--- src/rtl/rs_queue_pkg.sv ---
// Shared types for the reservation station: ROB tag/instruction widths, the operand
// record and the CDB capture helper.
package rs_queue_pkg;

  localparam int INST_WIDTH = 32;
  localparam int ROB_WIDTH  = 6;
  localparam int OPND_W     = 32;

  // Same layout as the CDB broadcast record
  typedef struct packed {
    logic                 rdy;
    logic [ROB_WIDTH-1:0] tag;
    logic [OPND_W-1:0]    data;
  } operand_t;

  function automatic operand_t snoop(input operand_t op, input logic cdb_valid,
                                     input logic [ROB_WIDTH-1:0] cdb_tag,
                                     input logic [OPND_W-1:0] cdb_data);
    operand_t r;
    r = op;
    if (cdb_valid && !op.rdy && (op.tag == cdb_tag)) begin
      r.rdy  = 1'b1;
      r.data = cdb_data;
    end
    return r;
  endfunction

endpackage

--- src/rtl/rs_queue_entry.sv ---
// One reservation-station slot: holds an instruction and its operands, captures CDB
// results, and can load a new entry or take the state of the next-younger slot.
module rs_entry
  import rs_queue_pkg::*;
#(
  parameter int NUM_SRC = 2
) (
  input  logic                          clk,
  input  logic                          reset,
  input  logic                          flush,
  input  logic                          i_shift,
  input  logic                          i_load,
  input  logic                          i_nxt_valid,
  input  logic [INST_WIDTH-1:0]         i_nxt_inst,
  input  logic [ROB_WIDTH-1:0]          i_nxt_tag,
  input  operand_t [NUM_SRC-1:0]        i_nxt_src,
  input  logic [INST_WIDTH-1:0]         i_new_inst,
  input  logic [ROB_WIDTH-1:0]          i_new_tag,
  input  operand_t [NUM_SRC-1:0]        i_new_src,
  input  logic                          i_cdb_valid,
  input  logic [ROB_WIDTH-1:0]          i_cdb_tag,
  input  logic [OPND_W-1:0]             i_cdb_data,
  output logic                          o_valid,
  output logic [INST_WIDTH-1:0]         o_inst,
  output logic [ROB_WIDTH-1:0]          o_tag,
  output operand_t [NUM_SRC-1:0]        o_src,
  output logic                          o_eligible
);

  logic                   r_valid;
  logic [INST_WIDTH-1:0]  r_inst;
  logic [ROB_WIDTH-1:0]   r_tag;
  operand_t [NUM_SRC-1:0] r_src;

  logic                   w_valid_nx;
  logic [INST_WIDTH-1:0]  w_inst_nx;
  logic [ROB_WIDTH-1:0]   w_tag_nx;
  operand_t [NUM_SRC-1:0] w_src_nx;
  logic                   w_all_rdy;

  // A load always wins over a shift; the snoop applies to whichever source is taken
  always_comb begin
    w_valid_nx = i_shift ? i_nxt_valid : r_valid;
    w_inst_nx  = i_shift ? i_nxt_inst  : r_inst;
    w_tag_nx   = i_shift ? i_nxt_tag   : r_tag;
    for (int k = 0; k < NUM_SRC; k++)
      w_src_nx[k] = snoop(i_shift ? i_nxt_src[k] : r_src[k], i_cdb_valid, i_cdb_tag, i_cdb_data);
    if (i_load) begin
      w_valid_nx = 1'b1;
      w_inst_nx  = i_new_inst;
      w_tag_nx   = i_new_tag;
      for (int k = 0; k < NUM_SRC; k++)
        w_src_nx[k] = snoop(i_new_src[k], i_cdb_valid, i_cdb_tag, i_cdb_data);
    end
  end

  always_comb begin
    w_all_rdy = 1'b1;
    for (int k = 0; k < NUM_SRC; k++)
      if (!r_src[k].rdy) w_all_rdy = 1'b0;
  end

  always_ff @(posedge clk or posedge reset) begin
    if (reset) begin
      r_valid <= 1'b0;
      r_inst  <= '0;
      r_tag   <= '0;
      r_src   <= '0;
    end else if (flush) begin
      r_valid <= 1'b0;
    end else begin
      r_valid <= w_valid_nx;
      r_inst  <= w_inst_nx;
      r_tag   <= w_tag_nx;
      r_src   <= w_src_nx;
    end
  end

  assign o_valid    = r_valid;
  assign o_inst     = r_inst;
  assign o_tag      = r_tag;
  assign o_src      = r_src;
  assign o_eligible = r_valid && w_all_rdy;

endmodule

--- src/rtl/rs_queue.sv ---
// Age-ordered reservation station with CDB snoop. Define RS_OOO_EN to dispatch the
// oldest eligible entry from any slot; otherwise only slot 0 dispatches (in order).
module rs_queue
  import rs_queue_pkg::*;
#(
  parameter int DEPTH   = 4,
  parameter int NUM_SRC = 2,
  parameter int DATA_W  = 32,
  parameter int TAG_W   = ROB_WIDTH,
  localparam int CW     = $clog2(DEPTH + 1),
  localparam int SW     = $clog2(DEPTH)
) (
  input  logic                           clk,
  input  logic                           reset,
  input  logic                           flush,
  input  logic                           in_valid,
  output logic                           in_ready,
  input  logic [INST_WIDTH-1:0]          in_inst,
  input  logic [TAG_W-1:0]               in_tag,
  input  operand_t [NUM_SRC-1:0]         in_src,
  input  logic                           cdb_valid,
  input  logic [TAG_W-1:0]               cdb_tag,
  input  logic [DATA_W-1:0]              cdb_data,
  output logic                           out_valid,
  input  logic                           out_ready,
  output logic [INST_WIDTH-1:0]          out_inst,
  output logic [TAG_W-1:0]               out_tag,
  output logic [NUM_SRC-1:0][DATA_W-1:0] out_data,
  output logic [CW-1:0]                  count
);

  logic [CW-1:0]          r_count;

  // Index DEPTH is an always-empty slot feeding the top slot's shift-in path
  logic [DEPTH:0]         w_valid;
  logic [INST_WIDTH-1:0]  w_inst [DEPTH+1];
  logic [ROB_WIDTH-1:0]   w_tag  [DEPTH+1];
  operand_t [NUM_SRC-1:0] w_src  [DEPTH+1];
  logic [DEPTH-1:0]       w_elig;
  logic [DEPTH-1:0]       w_shift;
  logic [DEPTH-1:0]       w_load;
  logic [SW-1:0]          w_sel;
  logic                   w_found;
  logic                   w_remove;
  logic                   w_ins;
  logic [CW-1:0]          w_ins_pos;
  logic                   w_unused_elig;

  assign w_valid[DEPTH] = 1'b0;
  assign w_inst[DEPTH]  = '0;
  assign w_tag[DEPTH]   = '0;
  assign w_src[DEPTH]   = '0;

  for (genvar i = 0; i < DEPTH; i++) begin : g_slot
    rs_entry #(.NUM_SRC(NUM_SRC)) u_entry (
      .clk         (clk),
      .reset       (reset),
      .flush       (flush),
      .i_shift     (w_shift[i]),
      .i_load      (w_load[i]),
      .i_nxt_valid (w_valid[i+1]),
      .i_nxt_inst  (w_inst[i+1]),
      .i_nxt_tag   (w_tag[i+1]),
      .i_nxt_src   (w_src[i+1]),
      .i_new_inst  (in_inst),
      .i_new_tag   (ROB_WIDTH'(in_tag)),
      .i_new_src   (in_src),
      .i_cdb_valid (cdb_valid),
      .i_cdb_tag   (ROB_WIDTH'(cdb_tag)),
      .i_cdb_data  (OPND_W'(cdb_data)),
      .o_valid     (w_valid[i]),
      .o_inst      (w_inst[i]),
      .o_tag       (w_tag[i]),
      .o_src       (w_src[i]),
      .o_eligible  (w_elig[i])
    );
  end

  always_comb begin
    w_sel   = '0;
    w_found = 1'b0;
`ifdef RS_OOO_EN
    for (int i = DEPTH - 1; i >= 0; i--) begin
      if (w_elig[i]) begin
        w_sel   = SW'(i);
        w_found = 1'b1;
      end
    end
`else
    w_found = w_elig[0];
`endif
  end

  assign w_unused_elig = ^w_elig;

  assign in_ready  = (r_count < CW'(DEPTH)) && !flush;
  assign w_ins     = in_valid && in_ready;
  assign w_remove  = w_found && out_ready;
  assign w_ins_pos = w_remove ? r_count - CW'(1) : r_count;

  always_comb begin
    for (int i = 0; i < DEPTH; i++) begin
      w_shift[i] = w_remove && (SW'(i) >= w_sel);
      w_load[i]  = w_ins && (w_ins_pos == CW'(i));
    end
  end

  always_comb begin
    out_valid = w_found;
    out_inst  = w_inst[w_sel];
    out_tag   = TAG_W'(w_tag[w_sel]);
    for (int k = 0; k < NUM_SRC; k++)
      out_data[k] = DATA_W'(w_src[w_sel][k].data);
  end

  always_ff @(posedge clk or posedge reset) begin
    if (reset)      r_count <= '0;
    else if (flush) r_count <= '0;
    else            r_count <= r_count + CW'(w_ins) - CW'(w_remove);
  end

  assign count = r_count;

endmodule

--- config.mk ---
export PLATFORM = sky130hd
export DESIGN_NAME = rs_queue
export DESIGN_NICKNAME = d
export VERILOG_FILES = /design/src/rtl/rs_queue_pkg.sv /design/src/rtl/rs_queue_entry.sv /design/src/rtl/rs_queue.sv
export SDC_FILE = /design/constraint.sdc
export NUM_CORES = 2
export LEC_CHECK = 0
export BUFFER_PORTS_ARGS = -buffer_cell sky130_fd_sc_hd__buf_2
export CORE_MARGIN = 2
export CORE_UTILIZATION = 56
export CTS_BUF_LIST = sky130_fd_sc_hd__clkbuf_4 sky130_fd_sc_hd__clkbuf_8
export DETAILED_ROUTE_END_ITERATION = 10
export GPL_TIMING_DRIVEN = 0
export PLACE_DENSITY = 0.79
export REMOVE_ABC_BUFFERS = 1
export SYNTH_ARGS = -nofsm -noshare
export SYNTH_HDL_FRONTEND = slang
export SYNTH_SLANG_ARGS = --single-unit
export TNS_END_PERCENT = 10
--- constraint.sdc ---
create_clock -name clk -period 14.48 [get_ports clk]
set_input_delay 0.724 -clock clk [delete_from_list [all_inputs] [get_ports clk]]
set_output_delay 0.724 -clock clk [all_outputs]
set_load 0.01 [all_outputs]
# Word level (Yosys, flattened, before mapping)
# Index checks and enable logic that the tools add are counted.
[word_totals]
output_inout_bits = 107
elab_cells = 187
regBits = 471
mem_bits_rw = 0
inputBits = 160
mem_bits_ro = 0
latch_bits = 0
n_memories = 0
[classes]
muxes = 64
n_reduce_logical = 68
bitwise_logic = 1
order_cmp = 1
mul = 0
div_mod_pow = 0
n_shift = 0
n_addsub = 3
n_eq_ne = 13
[op_table]
columns = ["cell", "n"]
rows = [
  ["32-bit 2-to-1 mux", 18],
  ["39-bit 2-to-1 mux", 8],
  ["78-bit 2-to-1 mux", 4],
  ["6-bit == test", 10],
  ["6-bit 2-to-1 mux", 8],
  ["3-bit nonzero test", 12],
  ["1-bit logical AND", 28],
  ["1-bit 2-to-1 mux", 24],
  ["2-bit AND reduction", 12],
  ["1-bit zero test", 11],
  ["2-bit nonzero test", 4],
  ["3-bit by 2-bit == test with 1-bit output, second input constant", 2],
  ["3-bit 2-to-1 mux", 2],
  ["3-bit by 1-bit adder with 3-bit output", 1],
  ["3-bit by 1-bit == test with 1-bit output, second input constant", 1],
  ["3-bit zero test", 1],
  ["3-bit less-than comparator, second input constant", 1],
  ["3-bit by 1-bit subtractor with 3-bit output", 1],
  ["3-bit by 1-bit subtractor with 3-bit output, second input constant", 1],
  ["1-bit NOT", 1],
]

# Logic depth before layout (Yosys ltp)
[depth]
word_depth = 10
depth_mapped = 14

# Cells and area by module
# Synthesis repeated with hierarchy kept, for this count alone.
[hier_totals]
hier_cells = 3579
hier_area_um2 = 30289.0
[modules_own_cells]
columns = ["module", "instances", "seq_area_each_um2", "cells_each", "area_each_um2"]
rows = [
  ["rs_entry", 4, 2927.8, 887, 7497.2],
  ["rs_queue", 1, 75.1, 31, 300.3],
]

# Worst setup path after synthesis
# Ideal clock, no wire load.
[synth_timing]
path_type = "in2reg"
from = "input port out_ready"
to = "register r_count[2] (netlist: count[2])"
setup_slack_ns = 11.200
arrival_ns = 3.148
path_buffers = 5
path_stages = 14
path_cell_list = "nand4_4 -> inv_2 -> buf_4 -> buf_2 -> buf_2 -> buf_1 -> buf_1 -> ha_1 -> inv_1 -> ha_1 -> inv_1 -> fa_1 -> xnor2_1 -> nor2_1"
[synth_between]
elab_chain_cells = 3
[synth_rtl]
columns = ["item", "line_no", "rtl"]
rows = [
  ["start, declared", "rs_queue.sv:25", "input logic out_ready,"],
  ["1-bit logical AND", "rs_queue.sv:98", "assign w_remove = w_found && out_ready;"],
  ["3-bit by 1-bit subtractor with 3-bit output", "rs_queue.sv:119", "else r_count <= r_count + CW'(w_ins) - CW'(w_remove);"],
  ["3-bit 2-to-1 mux", "rs_queue.sv:118", "else if (flush) r_count <= '0;"],
  ["end signal, assigned", "rs_queue.sv:119", ""],
  ["end, declared", "rs_queue.sv:32", "logic [CW-1:0] r_count;"],
]
# No other way between the ends.
# A chain may end at the register's enable or synchronous reset.

# Worst setup path in the final report
[layout_timing]
from = "register g_slot[0].u_entry.r_src (netlist bit g_slot[0].u_entry.o_src[38])"
to = "register g_slot[1].u_entry.r_src (netlist bit g_slot[1].u_entry.o_src[26])"
[layout_between]
elab_chain_cells = 10
elab_cells_between_ends = 16
classes_between = "eq/ne (2); mux (6); reduce/logical (8)"
[layout_rtl]
columns = ["item", "line_no", "rtl"]
rows = [
  ["start, declared", "rs_queue_entry.sv:33", "operand_t [NUM_SRC-1:0] r_src;"],
  ["start signal, assigned", "rs_queue_entry.sv:75", "r_src <= w_src_nx;"],
  ["1-bit 2-to-1 mux (*) (2 in a row)", "rs_queue_entry.sv:60", "if (!r_src[k].rdy) w_all_rdy = 1'b0;"],
  ["1-bit logical AND (*)", "rs_queue_entry.sv:83", "assign o_eligible = r_valid && w_all_rdy;"],
  ["1-bit logical AND (*)", "rs_queue.sv:98", ""],
  ["parallel branches: the longest is 6 deep, another holds 39-bit 2-to-1 mux", "-", ""],
  ["end signal, assigned", "rs_queue_entry.sv:75", ""],
  ["end, declared", "rs_queue_entry.sv:33", ""],
]
# Mark *: on every way between the ends. The select of a mux whose other input is x is not followed.

==> results.yml <==
run_status:
  status: "complete, no violations"
floorplanning:
  die_y_um: 218
  die-width_um: 218
  floorplan.rows: 78
  initial_utilization_pct: 56.7
  core_region_area_sq_um: 45300
  io_pins: 267
  die_area_sq_um: 47600
setup_path:
  reg2reg_depth: 10
  timing.critical_path.from_type: "register"
  worstSetupPathType: "register to register"
  worst_setup_path_end_kind: "register"
  arrival_ps: 7380
  cp_data_required_time_ps: 14960
  crit_fanout: 105
grt:
  grt_antenna_before_repair: 16
  first_global_vias: 23200
  grt_util_all_layers_pct: 33.7
  remaining_overflow_grt: 0
  grt_pass1_wl_um: 126000
  grt_start_max_net_pins: 127
timing:
  min_period_ps: 6900
  worst-slew-pin-transition_ps: 1270
  timing.hold.ws_ps: 158
  layout_worst_path_cycle_share_pct: 47.7
  timing.slew.headroom_pct: 15.5
  grt_setup_unrepaired: "false"
  fmax_mhz: 145
  clock-skew-final_ps: 33.7
  hold_viol_final: 0
  setup_violations: 0
  final_max_slew_viol_count: 0
  timing.final.ws_setup_ps: 7580
synth:
  netlist_instances: 2783
  number_of_storage_elements_in_the_synthesis_netlist: 471
  ys_async_sr_fraction_pct: 100
  synth_largest_area_cell: "sky130_fd_sc_hd__dfrtp_1"
  average_cell_area_after_synthesis_sq_um: 9.23
  dominantRegCellSynth: "sky130_fd_sc_hd__dfrtp_1"
  post_synth_main_area_contributors: "sky130_fd_sc_hd__dfrtp_1 46%, sky130_fd_sc_hd__mux2i_1 8.9%, sky130_fd_sc_hd__nand2_1 7.8%"
  mapped_area_sq_um: 25700
  seq_area_frac_synth_pct: 45.9
  yosysWarningCount: 0
  yosys.cell_types.count: 70
  count_of_flip_flops_with_a_built_in_enable_after_synthesis: 0
  synthDominantCellAreaShare_pct: 45.9
placement:
  dpl_worst_slack_ps: 7430
  dpl_cell_area_sq_um: 27800
  portBuffers: 266
  place_hpwl_um: 51900
  gp_routability_congestion: 0.819
power:
  vdd_ir_drop_max_uv: 109
  total_power_density_per_cell_area_nw_per_um2: 159
  leakage_nw: 13.3
clock_network:
  number_of_clock_sinks: 471
  cts-root-buf: "sky130_fd_sc_hd__clkbuf_8"
  post-cts-setup-buffer-count: 0
  cts-resized-gates: 0
  ctsHoldBuffers: 0
  cts_made_buffers: 82
  tritoncts: "yes"
  clock_tree.buffer_depth: 3
  clk_latency_ps: 680
  h_tree_lvl_count: 3
  clk_transition_reported_paths_ps: 70
finish:
  layout.cell_area.non_filler_sq_um: 29500
  final_net_count: 3058
  layout-drive-gt1-share_pct: 21.2
  final_cell_mix: "530 x sky130_fd_sc_hd__nand2_1, 471 x sky130_fd_sc_hd__dfrtp_1, 282 x sky130_fd_sc_hd__nor2_1, 266 x sky130_fd_sc_hd__buf_2, 228 x sky130_fd_sc_hd__mux2i_1"
  mostFrequentLayoutCell: "sky130_fd_sc_hd__nand2_1"
  utilization_after_layout_pct: 65.2
  layout-area-overhead-vs-synth_pct: 15.0
detailed_routing:
  drtAntennaViolNets: 0
  route.detailed.wl_per_inst_um: 22.8
  vias_per_cell: 6.52
  initialDrtViolationCount: 2652
  detailroute.via_count: 23200
  postRouteWirelength_um: 81100
  drt-pass1-iter-count: 7
  post-route-drc-count: 0
run:
  max-cap-violations: 0
hold_path:
  min-delay-path-class: "input port to asynchronous set/reset pin"
registers in the layout (all words and copies together), names as in the netlist:
register and cells:
g_slot.u_entry.o_valid 4, g_slot.u_entry.o_inst 128, g_slot.u_entry.o_src 312, g_slot.u_entry.o_tag 24
count 3
report_power, final:
| part | switching, W | internal [W] | total, W |
|---|---|---|---|
| Combinational | 0.000646 | 0.000596 | 0.00124 |
| Sequential | 0.000319 | 0.00182 | 0.00214 |
| Clock | 0.000575 | 0.000732 | 0.00131 |
metal layers:
layer | GRT usage (%) | vias up | wire, um
li1 | - | 10100 | -
met2 | 52.6 | 1397 | 37000
met4 | 18.4 | 20 | 3730
met1 | 42.6 | 11400 | 31500
met3 | 9.46 | 324 | 8800
met5 | 0 | - | 119
worst paths after layout:
kind	startpoint	to	slack (ps)
max	g_slot[0].u_entry.o_src[38]$_DFFE_PP0N_	g_slot[1].u_entry.o_src[26]$_DFFE_PP0P_	7580
min	reset	g_slot[1].u_entry.o_src[53]$_DFFE_PP0P_	160
max reg2reg	g_slot[0].u_entry.o_src[38]$_DFFE_PP0N_	g_slot[1].u_entry.o_src[26]$_DFFE_PP0P_	7580
min reg2reg	g_slot[0].u_entry.o_inst[10]$_DFFE_PP0P_	g_slot[0].u_entry.o_inst[10]$_DFFE_PP0P_	480
max in group asynchronous	reset	g_slot[2].u_entry.o_inst[27]$_DFFE_PP0P_	12650
min in group clk	in_inst[18]	g_slot[3].u_entry.o_inst[18]$_DFFE_PP0P_	330
through the flow:
step / TNS, ps / power [W] / instances
after global routing: 0 / 0.00493 / 3556
final: 0 / 0.00469 / 3561
after global placement: -3907510 / 0.00329 / 3343
after floorplan: 0 / 0.00289 / 2477
after detailed placement: 0 / 0.00338 / 3410
after CTS: 0 / 0.00469 / 3554
cells in the mapped netlist, types with 51 or more instances:
cell type	count
sky130_fd_sc_hd__a31oi_1	109
sky130_fd_sc_hd__a221oi_1	64
sky130_fd_sc_hd__buf_2	70
sky130_fd_sc_hd__o21ai_0	176
sky130_fd_sc_hd__a22o_1	51
sky130_fd_sc_hd__o221a_2	81
sky130_fd_sc_hd__mux2i_1	228
sky130_fd_sc_hd__buf_4	68
sky130_fd_sc_hd__a21oi_1	102
sky130_fd_sc_hd__nand2_1	533
sky130_fd_sc_hd__dfrtp_1	471
sky130_fd_sc_hd__clkbuf_1	144
sky130_fd_sc_hd__nor2_1	283
critical path, stage by stage, from the launching register on:
cell and delay [ps]:
sky130_fd_sc_hd__dfrtp_1 460, sky130_fd_sc_hd__nand4_4 700, sky130_fd_sc_hd__buf_16 490, sky130_fd_sc_hd__inv_8 470, sky130_fd_sc_hd__buf_16 400, sky130_fd_sc_hd__mux2i_1 460
sky130_fd_sc_hd__nand3_2 570, sky130_fd_sc_hd__a21oi_4 860, sky130_fd_sc_hd__a31o_2 890, sky130_fd_sc_hd__and2_2 970, sky130_fd_sc_hd__a21oi_1 160
area by class of cell:
class | count | area, sq um
tap | 600 | 751
fill | 3477 | 15800
antenna | 7 | 17.5
multi-input combinational | 1960 | 12300
inverter | 46 | 188
clock inverter | 9 | 61.3
sequential | 471 | 11800
timing repair buffer | 333 | 2720
clock buffer | 135 | 1680
cells by family after synthesis:
family	synth area share (%)
xor+xnor	1.94
compound gates	21.2
mux	10.3
buf+inv	6.77
flops	45.9
simple gates	13.6
fa+ha+maj	0.224
Note: power is estimated with default switching activity, not from simulation.
